<file path="config.mk">
export PLATFORM = sky130hd
export DESIGN_NAME = sbus_uart_rx
export DESIGN_NICKNAME = d
export VERILOG_FILES = /design/src/rtl/sbus_uart_rx.sv
export SDC_FILE = /design/constraint.sdc
export NUM_CORES = 1
export LEC_CHECK = 0
export ABC_CLOCK_PERIOD_IN_PS = 4500
export CELL_PAD_IN_SITES_DETAIL_PLACEMENT = 0
export CELL_PAD_IN_SITES_GLOBAL_PLACEMENT = 1
export CORE_ASPECT_RATIO = 0.8
export CORE_MARGIN = 1
export CORE_UTILIZATION = 44
export DETAILED_ROUTE_END_ITERATION = 16
export PLACE_DENSITY_LB_ADDON = 0.1
export RECOVER_POWER = 50
export SYNTH_ARGS = -nofsm -noshare
export SYNTH_HDL_FRONTEND = slang
export SYNTH_SLANG_ARGS = --single-unit
</file>
<file path="constraint.sdc">
create_clock -name clk -period 4.5 [get_ports clk]
set_input_delay 0.9 -clock clk [delete_from_list [all_inputs] [get_ports clk]]
set_output_delay 0.9 -clock clk [all_outputs]
set_load 0.05 [all_outputs]
</file>
<file path="src/rtl/sbus_uart_rx.sv">
// S.Bus UART receiver: 8E2 frames, idle-high line.
// Raw 11-bit payload with parity, frame and break flags.
module sbus_uart_rx #(
  parameter int BIT_RATE     = 100000,
  parameter int CLK_HZ       = 50000000,
  parameter int DATA_BITS    = 8,
  parameter int PARITY_BIT   = 1,
  parameter int STOP_BITS    = 2,
  parameter int PAYLOAD_BITS = DATA_BITS + PARITY_BIT + STOP_BITS
) (
  input  logic                    clk,
  input  logic                    resetn,
  input  logic                    uart_rxd,
  input  logic                    uart_rx_en,
  output logic [PAYLOAD_BITS-1:0] uart_rx_data,
  output logic                    uart_rx_valid,
  output logic                    uart_rx_pe,
  output logic                    uart_rx_fe,
  output logic                    uart_rx_break
);

  localparam int CPB  = CLK_HZ / BIT_RATE;
  localparam int HALF = CPB / 2;
  localparam int CW   = $clog2(CPB);
  localparam int BW   = $clog2(PAYLOAD_BITS + 1);
  localparam int DP   = DATA_BITS + PARITY_BIT;

  typedef enum logic [2:0] {
    S_IDLE,
    S_START,
    S_DATA,
    S_PARITY,
    S_STOP,
    S_DONE
  } state_t;

  state_t state, state_n;

  logic rxd_s1, rxd_s2, rxd_q;
  logic fall;
  logic [CW-1:0] cyc_cnt;
  logic [BW-1:0] bit_cnt;
  logic [PAYLOAD_BITS-1:0] payload;
  logic tick_half, tick_full;
  logic cyc_clr, bit_clr, shift, load;

  assign fall      = rxd_q & ~rxd_s2;
  assign tick_half = (cyc_cnt == CW'(HALF - 1));
  assign tick_full = (cyc_cnt == CW'(CPB - 1));

  always_ff @(posedge clk or negedge resetn) begin
    if (!resetn) begin
      rxd_s1 <= 1'b1;
      rxd_s2 <= 1'b1;
      rxd_q  <= 1'b1;
    end else begin
      rxd_s1 <= uart_rxd;
      rxd_s2 <= rxd_s1;
      rxd_q  <= rxd_s2;
    end
  end

  always_ff @(posedge clk or negedge resetn) begin
    if (!resetn) state <= S_IDLE;
    else         state <= state_n;
  end

  always_comb begin
    state_n = state;
    cyc_clr = 1'b0;
    bit_clr = 1'b0;
    shift   = 1'b0;
    load    = 1'b0;
    unique case (state)
      S_IDLE: begin
        if (fall && uart_rx_en) begin
          state_n = S_START;
          cyc_clr = 1'b1;
          bit_clr = 1'b1;
        end
      end
      S_START: begin
        if (tick_half) begin
          cyc_clr = 1'b1;
          state_n = rxd_s2 ? S_IDLE : S_DATA;
        end
      end
      S_DATA: begin
        if (tick_full) begin
          cyc_clr = 1'b1;
          shift   = 1'b1;
          if (bit_cnt == BW'(DATA_BITS - 1)) begin
            state_n = S_PARITY;
            bit_clr = 1'b1;
          end
        end
      end
      S_PARITY: begin
        if (tick_full) begin
          cyc_clr = 1'b1;
          shift   = 1'b1;
          bit_clr = 1'b1;
          state_n = S_STOP;
        end
      end
      S_STOP: begin
        if (tick_full) begin
          cyc_clr = 1'b1;
          shift   = 1'b1;
          if (bit_cnt == BW'(STOP_BITS - 1))
            state_n = S_DONE;
        end
      end
      S_DONE: begin
        load    = 1'b1;
        state_n = S_IDLE;
      end
      default: state_n = S_IDLE;
    endcase
    // Dropping enable abandons the frame without touching outputs
    if (state != S_IDLE && !uart_rx_en) begin
      state_n = S_IDLE;
      shift   = 1'b0;
      load    = 1'b0;
    end
  end

  always_ff @(posedge clk or negedge resetn) begin
    if (!resetn) begin
      cyc_cnt <= '0;
      bit_cnt <= '0;
      payload <= '0;
    end else begin
      if (cyc_clr)
        cyc_cnt <= '0;
      else if (state != S_IDLE && state != S_DONE)
        cyc_cnt <= cyc_cnt + 1'b1;
      if (bit_clr)
        bit_cnt <= '0;
      else if (shift)
        bit_cnt <= bit_cnt + 1'b1;
      if (shift)
        payload <= {rxd_s2, payload[PAYLOAD_BITS-1:1]};
    end
  end

  always_ff @(posedge clk or negedge resetn) begin
    if (!resetn) begin
      uart_rx_data  <= '0;
      uart_rx_valid <= 1'b0;
      uart_rx_pe    <= 1'b0;
      uart_rx_fe    <= 1'b0;
      uart_rx_break <= 1'b0;
    end else begin
      uart_rx_valid <= load;
      if (load) begin
        uart_rx_data  <= payload;
        uart_rx_pe    <= ^payload[DP-1:0];
        uart_rx_fe    <= ~&payload[PAYLOAD_BITS-1:DP];
        uart_rx_break <= ~|payload;
      end
    end
  end

endmodule

</file>
==> results.cfg <==
[critical_path]
path_class = input port to register
crit_path_start_kind = input port
worstSetupStartpoint = uart_rx_en
ff2ff_setup_slack_ns = 1.82
r2r-start = state[1]
cp.required_ns = 4.68
r2r_end = payload[9]
cp.arrival_ns = 2.88
cp_max_fo = 26
cp-end-kind = register
reg2reg_depth = 4

[layout]
nNetsFinal = 238
synthToLayoutAreaGrowth_pct = 13.5
final_cell_mix = dfrtp_1 (42), o21ai_0 (30), nand2_1 (18)
drive_above_1_share = 0.0881
fillerInstances = 420
layout_commonest_cell = dfrtp_1
final_cells = 287
antenna_cells = 0

[clock_network]
cts_root_buffer = clkbuf_8
hold_buffers = 0
post_cts_buffers = 0
clkTransAtPathRegs_ns = 0.09
insertion_delay_ns = 0.29
cts_tree = done
htreeDepth = 2
cts.sinks = 45
clk_path_buf_depth = 2
cts_made_buffers = 5
ctsResizeCount = 0

[timing]
setup_viol = 0
fin_skew_ns = 0.00480
rsz0062_at_grt = no
tns_ns = 0
period_needed_ns = 2.70
fmax_ghz = 0.370
min_period_over_period = 0.600
hold_violations = 0
drv_slew = 46
slew_headroom = -0.580
worst_slew_pin_slew_ns = 2.37

[min_path]
holdCritStartpoint = rxd_s1
hold_end = rxd_s2
min_path_cells = 0
hp-class = register to register

[die]
ios = 19
num_rows = 22
fp.dieArea_um2 = 5330
core_um2 = 4710
dieHeight_um = 65.5
dieWidth_um = 81.4
initial_core_util = 0.471

[synthesis]
synth-edff-count = 0
ys_seq_area_frac = 0.510
synthDistinctLibCells = 48
async_flop_share = 1.00
postSynthAreaPerCell_um2 = 10.5
synth_fp_nets = 224
ys_warn_count = 0
netlist_instances = 212
syn-cell-area_um2 = 2220
synth_flop_cell = dfrtp_1
ys_ff_latch = 45

[place]
gp_congestion = 0.852
dp.cells = 279
dp_hpwl_um = 3110
port_buffers = 18

[detailed_routing]
wl_per_cell_um = 15.8
via_count = 1617
viasPerCell = 5.63
drt_wl_total_um = 4520
detail_route.first_pass.iterations = 4
drt_iter0_drc = 110
drc = 0
ant_nets = 0

[grt]
grt_pass1_wl_um = 7630
gr-usage-all-layers = 0.192
grt_pass1_vias = 1592
grt_max_degree = 46
antenna_found_initial = 0
grt.overflow.total = 0

[power]
comb_power_share = 0.086
ir_worst_vdd_mv = 0.217
pwr-share-clk = 0.363
power_switching_uw = 218
internal-power_uw = 620
p_per_area_nw_per_um2 = 333
sw_frac_of_total = 0.261
seqPwrFrac = 0.551
p_leak_nw = 1.06

[run]
drv_cap = 1

[outcome]
violations = capacitance limit, slew limit
outcome = finished, violations left
[per-stage QoR]
step	instance area [µm²]	setup WS, ns	hold slack [ns]	power (mW)	util
6_report	2520	1.80	0.373	0.838	0.535
3_5_place_dp	2410	1.50	0.354	0.543	0.512
4_1_cts	2530	1.83	0.370	0.847	0.537
5_1_grt	2520	1.38	0.381	0.881	0.535
2_1_floorplan	2220	2.55	0.345	0.512	-
3_3_place_gp	2410	1.63	0.347	0.537	0.512
[cell type report]
| cell class | instances | area, µm² | area share |
|---|---|---|---|
| clock buffers | 5 | 68.8 | 0.0273 |
| clock inverters | 3 | 46.3 | 0.0184 |
| inverters | 14 | 52.6 | 0.0209 |
| multi-input cells | 142 | 971 | 0.386 |
| flip-flops and latches | 45 | 1130 | 0.449 |
| well taps | 60 | 75.1 | 0.0298 |
| repair buffers | 18 | 174 | 0.0691 |
[registers in the layout (all words and copies together) (netlist names)]
name,count
uart_rx_valid,1
payload,11
rxd_s2,1
rxd_s1,1
rxd_q,1
bit_cnt,4
state,3
cyc_cnt,9
uart_rx_data,11
uart_rx_break,1
uart_rx_fe,1
uart_rx_pe,1
[worst max-delay path: stages]
cell and delay [ns]:
dlygate4sd3_1 0.66, nand4b_1 0.75, mux2_2 0.56
[cell families after synthesis]
kind of cell    count (synthesis)  synth area share
compound gates                 57             0.161
xor+xnor                       11            0.0435
fa+ha+maj                       8            0.0451
buf+inv                        25            0.0485
flops                          45             0.510
mux                             8            0.0401
simple gates                   58             0.152
[power by group through the flow]
stage / Clock [mW] / Sequential, mW / Combinational [mW]
floorplan: 0 / 0.450 / 0.0626
global placement: 0 / 0.468 / 0.0689
detailed placement: 0 / 0.470 / 0.0727
CTS: 0.311 / 0.462 / 0.0737
global route: 0.333 / 0.467 / 0.0810
finish: 0.304 / 0.462 / 0.0719
[layer usage]
layer	up-vias	GRT usage	share of wire	wire (µm)
met1	796	0.272	0.51	2310
met3	0	0.0444	0.031	139
met5	-	0	0	0
met2	28	0.297	0.46	2070
li1	793	-	-	-
met4	0	0.0469	0	0
[Yosys cell counts, drive strengths merged, types with 2 or more instances]
library cell / n / area [µm²]
xnor2: 4 / 35.0
nor2b: 2 / 12.5
or3b: 2 / 20.0
a211oi: 2 / 15.0
o21ai: 30 / 150
nand3: 2 / 10.0
or4: 3 / 22.5
o2111ai: 3 / 26.3
mux2: 7 / 78.8
nor3b: 2 / 15.0
dfrtp: 42 / 1050
xor2: 7 / 61.3
nand2b: 3 / 18.8
or3: 2 / 12.5
ha: 8 / 100
dfstp: 3 / 78.8
clkbuf: 7 / 26.3
inv: 14 / 52.6
nor4: 2 / 18.8
a2111oi: 3 / 32.5
nand2: 18 / 67.6
o31ai: 4 / 30.0
nand4: 2 / 12.5
nor3: 7 / 35.0
a21oi: 7 / 35.0
buf: 4 / 28.8
nor2: 3 / 11.3
nand4b: 2 / 17.5
nand3b: 3 / 22.5
[worst max path at each step]
| stage | endpoint | slack [ns] | depth (start not counted) |
|---|---|---|---|
| 2_1_floorplan | bit_cnt[3] | 2.55 | 5 |
| 3_3_place_gp | uart_rx_data[10] | 1.63 | 3 |
| 3_5_place_dp | uart_rx_data[10] | 1.50 | 3 |
| 4_1_cts | uart_rx_data[9] | 1.83 | 3 |
| 5_1_grt | cyc_cnt[1] | 1.38 | 1 |
| 6_report | uart_rx_data[9] | 1.80 | 3 |
Power figures use the tool's default switching activity.
==> RTL edit (same flow settings) <==
Put one more register stage on the output `uart_rx_fe`, with the module's reset. The value now appears one clock later. The other outputs are not delayed to match.
--- a/src/rtl/sbus_uart_rx.sv
+++ b/src/rtl/sbus_uart_rx.sv
@@ -33,6 +33,8 @@
     S_STOP,
     S_DONE
   } state_t;
+
+  logic uart_rx_fe_s0;
 
   state_t state, state_n;
 
@@ -149,18 +151,26 @@
       uart_rx_data  <= '0;
       uart_rx_valid <= 1'b0;
       uart_rx_pe    <= 1'b0;
-      uart_rx_fe    <= 1'b0;
+      uart_rx_fe_s0 <= 1'b0;
       uart_rx_break <= 1'b0;
     end else begin
       uart_rx_valid <= load;
       if (load) begin
         uart_rx_data  <= payload;
         uart_rx_pe    <= ^payload[DP-1:0];
-        uart_rx_fe    <= ~&payload[PAYLOAD_BITS-1:DP];
+        uart_rx_fe_s0 <= ~&payload[PAYLOAD_BITS-1:DP];
         uart_rx_break <= ~|payload;
       end
     end
   end
 
+  always_ff @(posedge clk or negedge resetn) begin
+    if (!resetn) begin
+      uart_rx_fe <= '0;
+    end else begin
+      uart_rx_fe <= uart_rx_fe_s0;
+    end
+  end
+
 endmodule
 
Behaviour: no difference found for any inputs over 10 cycles, from zero or initial values and one cycle with resetn low; that may be too few to reach the edited logic, so the function may still have changed.
==> RTL edit against the original RTL <==
The flow still finishes with violations (capacitance limit, slew limit); synthesized cell count increased by 0.47%; clock power decreased by 12%; worst setup slack got worse by 18 ps; highest routed layer is now met4; wire length decreased by 1.6%; sequential cell count increased by 1; critical path type is now in2async; register-to-register slack improved by 250 ps; cell area increased by 0.55%; critical endpoint is now payload[5]; area after synthesis increased by 1.1%; first-iteration DRC count increased by 21%; die area increased by 1.1%; critical path depth decreased by 2; total power decreased by 3.7%.
==> RTL edit: results (changes against the original RTL) <==
Outcome
The run finished, with violations left. The checks that failed: capacitance limit, slew limit.

Global routing
The wire length of the first global-routing pass was 7760 um (+1.7%). The pin count of the biggest net entering global routing was 47 (+2.2%). The global router's overall resource usage is 19.2% (-0.034 points). The number of global-route vias before repair is 1600 (+0.50%).

Synth
Sorting the synthesized cells by area gives the leading types as sky130_fd_sc_hd__dfrtp_1 (48%), sky130_fd_sc_hd__o21ai_0 (6.7%), sky130_fd_sc_hd__ha_1 (4.5%), sky130_fd_sc_hd__dfstp_2 (3.5%), sky130_fd_sc_hd__mux2_2 (3.5%). The part of the Yosys area used for sequential elements is 51.5% (+0.55 points). The post-synthesis net count came to 225 (+0.45%).

The commonest cells after synthesis are sky130_fd_sc_hd__dfrtp_1 (43), sky130_fd_sc_hd__o21ai_0 (30), sky130_fd_sc_hd__nand2_1 (18).

Pwr
The static leakage power came to 1.07 nW (+1.3%).

Placed design
The HPWL after detailed placement is 3030 um (-2.5%). The final weighted congestion in routability-driven placement is 0.766 (-10%).

Worst setup path
The critical path arrival is 2620 ps (-260 ps). The highest cell delay on the worst timing path was 1700 ps (+950 ps). The largest fanout of any net on the critical path was 46 (+77%). The cell family with the largest share of critical-path delay is buffers and inverters.

STA
The worst clock skew on the final layout is 6.10 ps (+1.30 ps). The total count of max-transition violations in the final report came to 47 (+2.2%).

Routing
The number of DRC markers in iteration 0 is 133 (+21%). The final routed wirelength across all metal layers is 4450 um (-1.6%). The via density per instance is 5.65 (+0.21%).

Layout
The fill cell total of the finished layout is 438 (+4.3%). The share of layout cells above drive strength 1 was 9.65% (+0.84 points).

Clocking
The number of buffers created by CTS is 5 (unchanged). After clock tree synthesis, the clock-pin slew on the worst setup and hold paths is 80 ps. The count of buffers added by post-CTS timing repair for setup is 0 (unchanged).

Job
The total of max-cap violations is 1 (unchanged).
RTL edit: stage by stage:
| stage | utilization [%] | setup slack [ps] | cell area [um2] | instances | power, mW |
|---|---|---|---|---|---|
| floorplan | - | 2550 | 2240 | 213 | 0.522 |
| global placement | 51.5 | 1630 | 2440 | 280 | 0.548 |
| CTS | 53.5 | 1920 | 2530 | 288 | 0.817 |
| global route | 53.5 | 1340 | 2530 | 288 | 0.855 |
| finish | 53.5 | 1780 | 2530 | 288 | 0.808 |
| detailed placement | 51.5 | 1610 | 2440 | 280 | 0.550 |
RTL edit: cells by family after synthesis:
kind of cell,share of synthesized area (%)
AND/OR/NAND/NOR,15.0
AO/OA/AOI/OAI,16.0
flip-flops,51.5
buffers and inverters,4.80
XOR/XNOR,4.30
multiplexers,3.96
adder cells (fa/ha/maj),4.46
RTL edit: per-layer routing:
| layer | GRT usage, % | share of wire, % | routed length, um |
|---|---|---|---|
| met5 | 0 | 0 | 0 |
| met1 | 28.5 | 52 | 2330 |
| met4 | 5.26 | 0.70 | 31 |
| met2 | 27.9 | 42 | 1870 |
| met3 | 4.28 | 4.9 | 217 |
RTL edit: area by class of cell:
cell class / count / share of cell area, %
Sequential cell: 46 / 45.6
Multi-Input combinational cell: 142 / 38.7
Timing Repair Buffer: 18 / 6.87
Clock buffer: 6 / 3.26
Tap cell: 60 / 2.97
Inverter: 14 / 2.08
Clock inverter: 2 / 0.494
RTL edit: final timing paths:
check                      depth (start not counted)  slack, ps              end        from
max                                                1       1780       payload[5]      resetn
min                                                0        360           rxd_s2      rxd_s1
max reg2reg                                        4       2070       bit_cnt[3]    state[1]
min reg2reg                                        0        360           rxd_s2      rxd_s1
max in group clk                                   3       1860  uart_rx_data[9]  uart_rx_en
min in group asynchronous                          1       1330         state[2]      resetn
RTL edit: where the power goes:
part / internal [mW] / total, mW / switching (mW)
Combinational: 0.0306 / 0.0698 / 0.0393
Sequential: 0.431 / 0.471 / 0.0397
Clock: 0.124 / 0.267 / 0.143
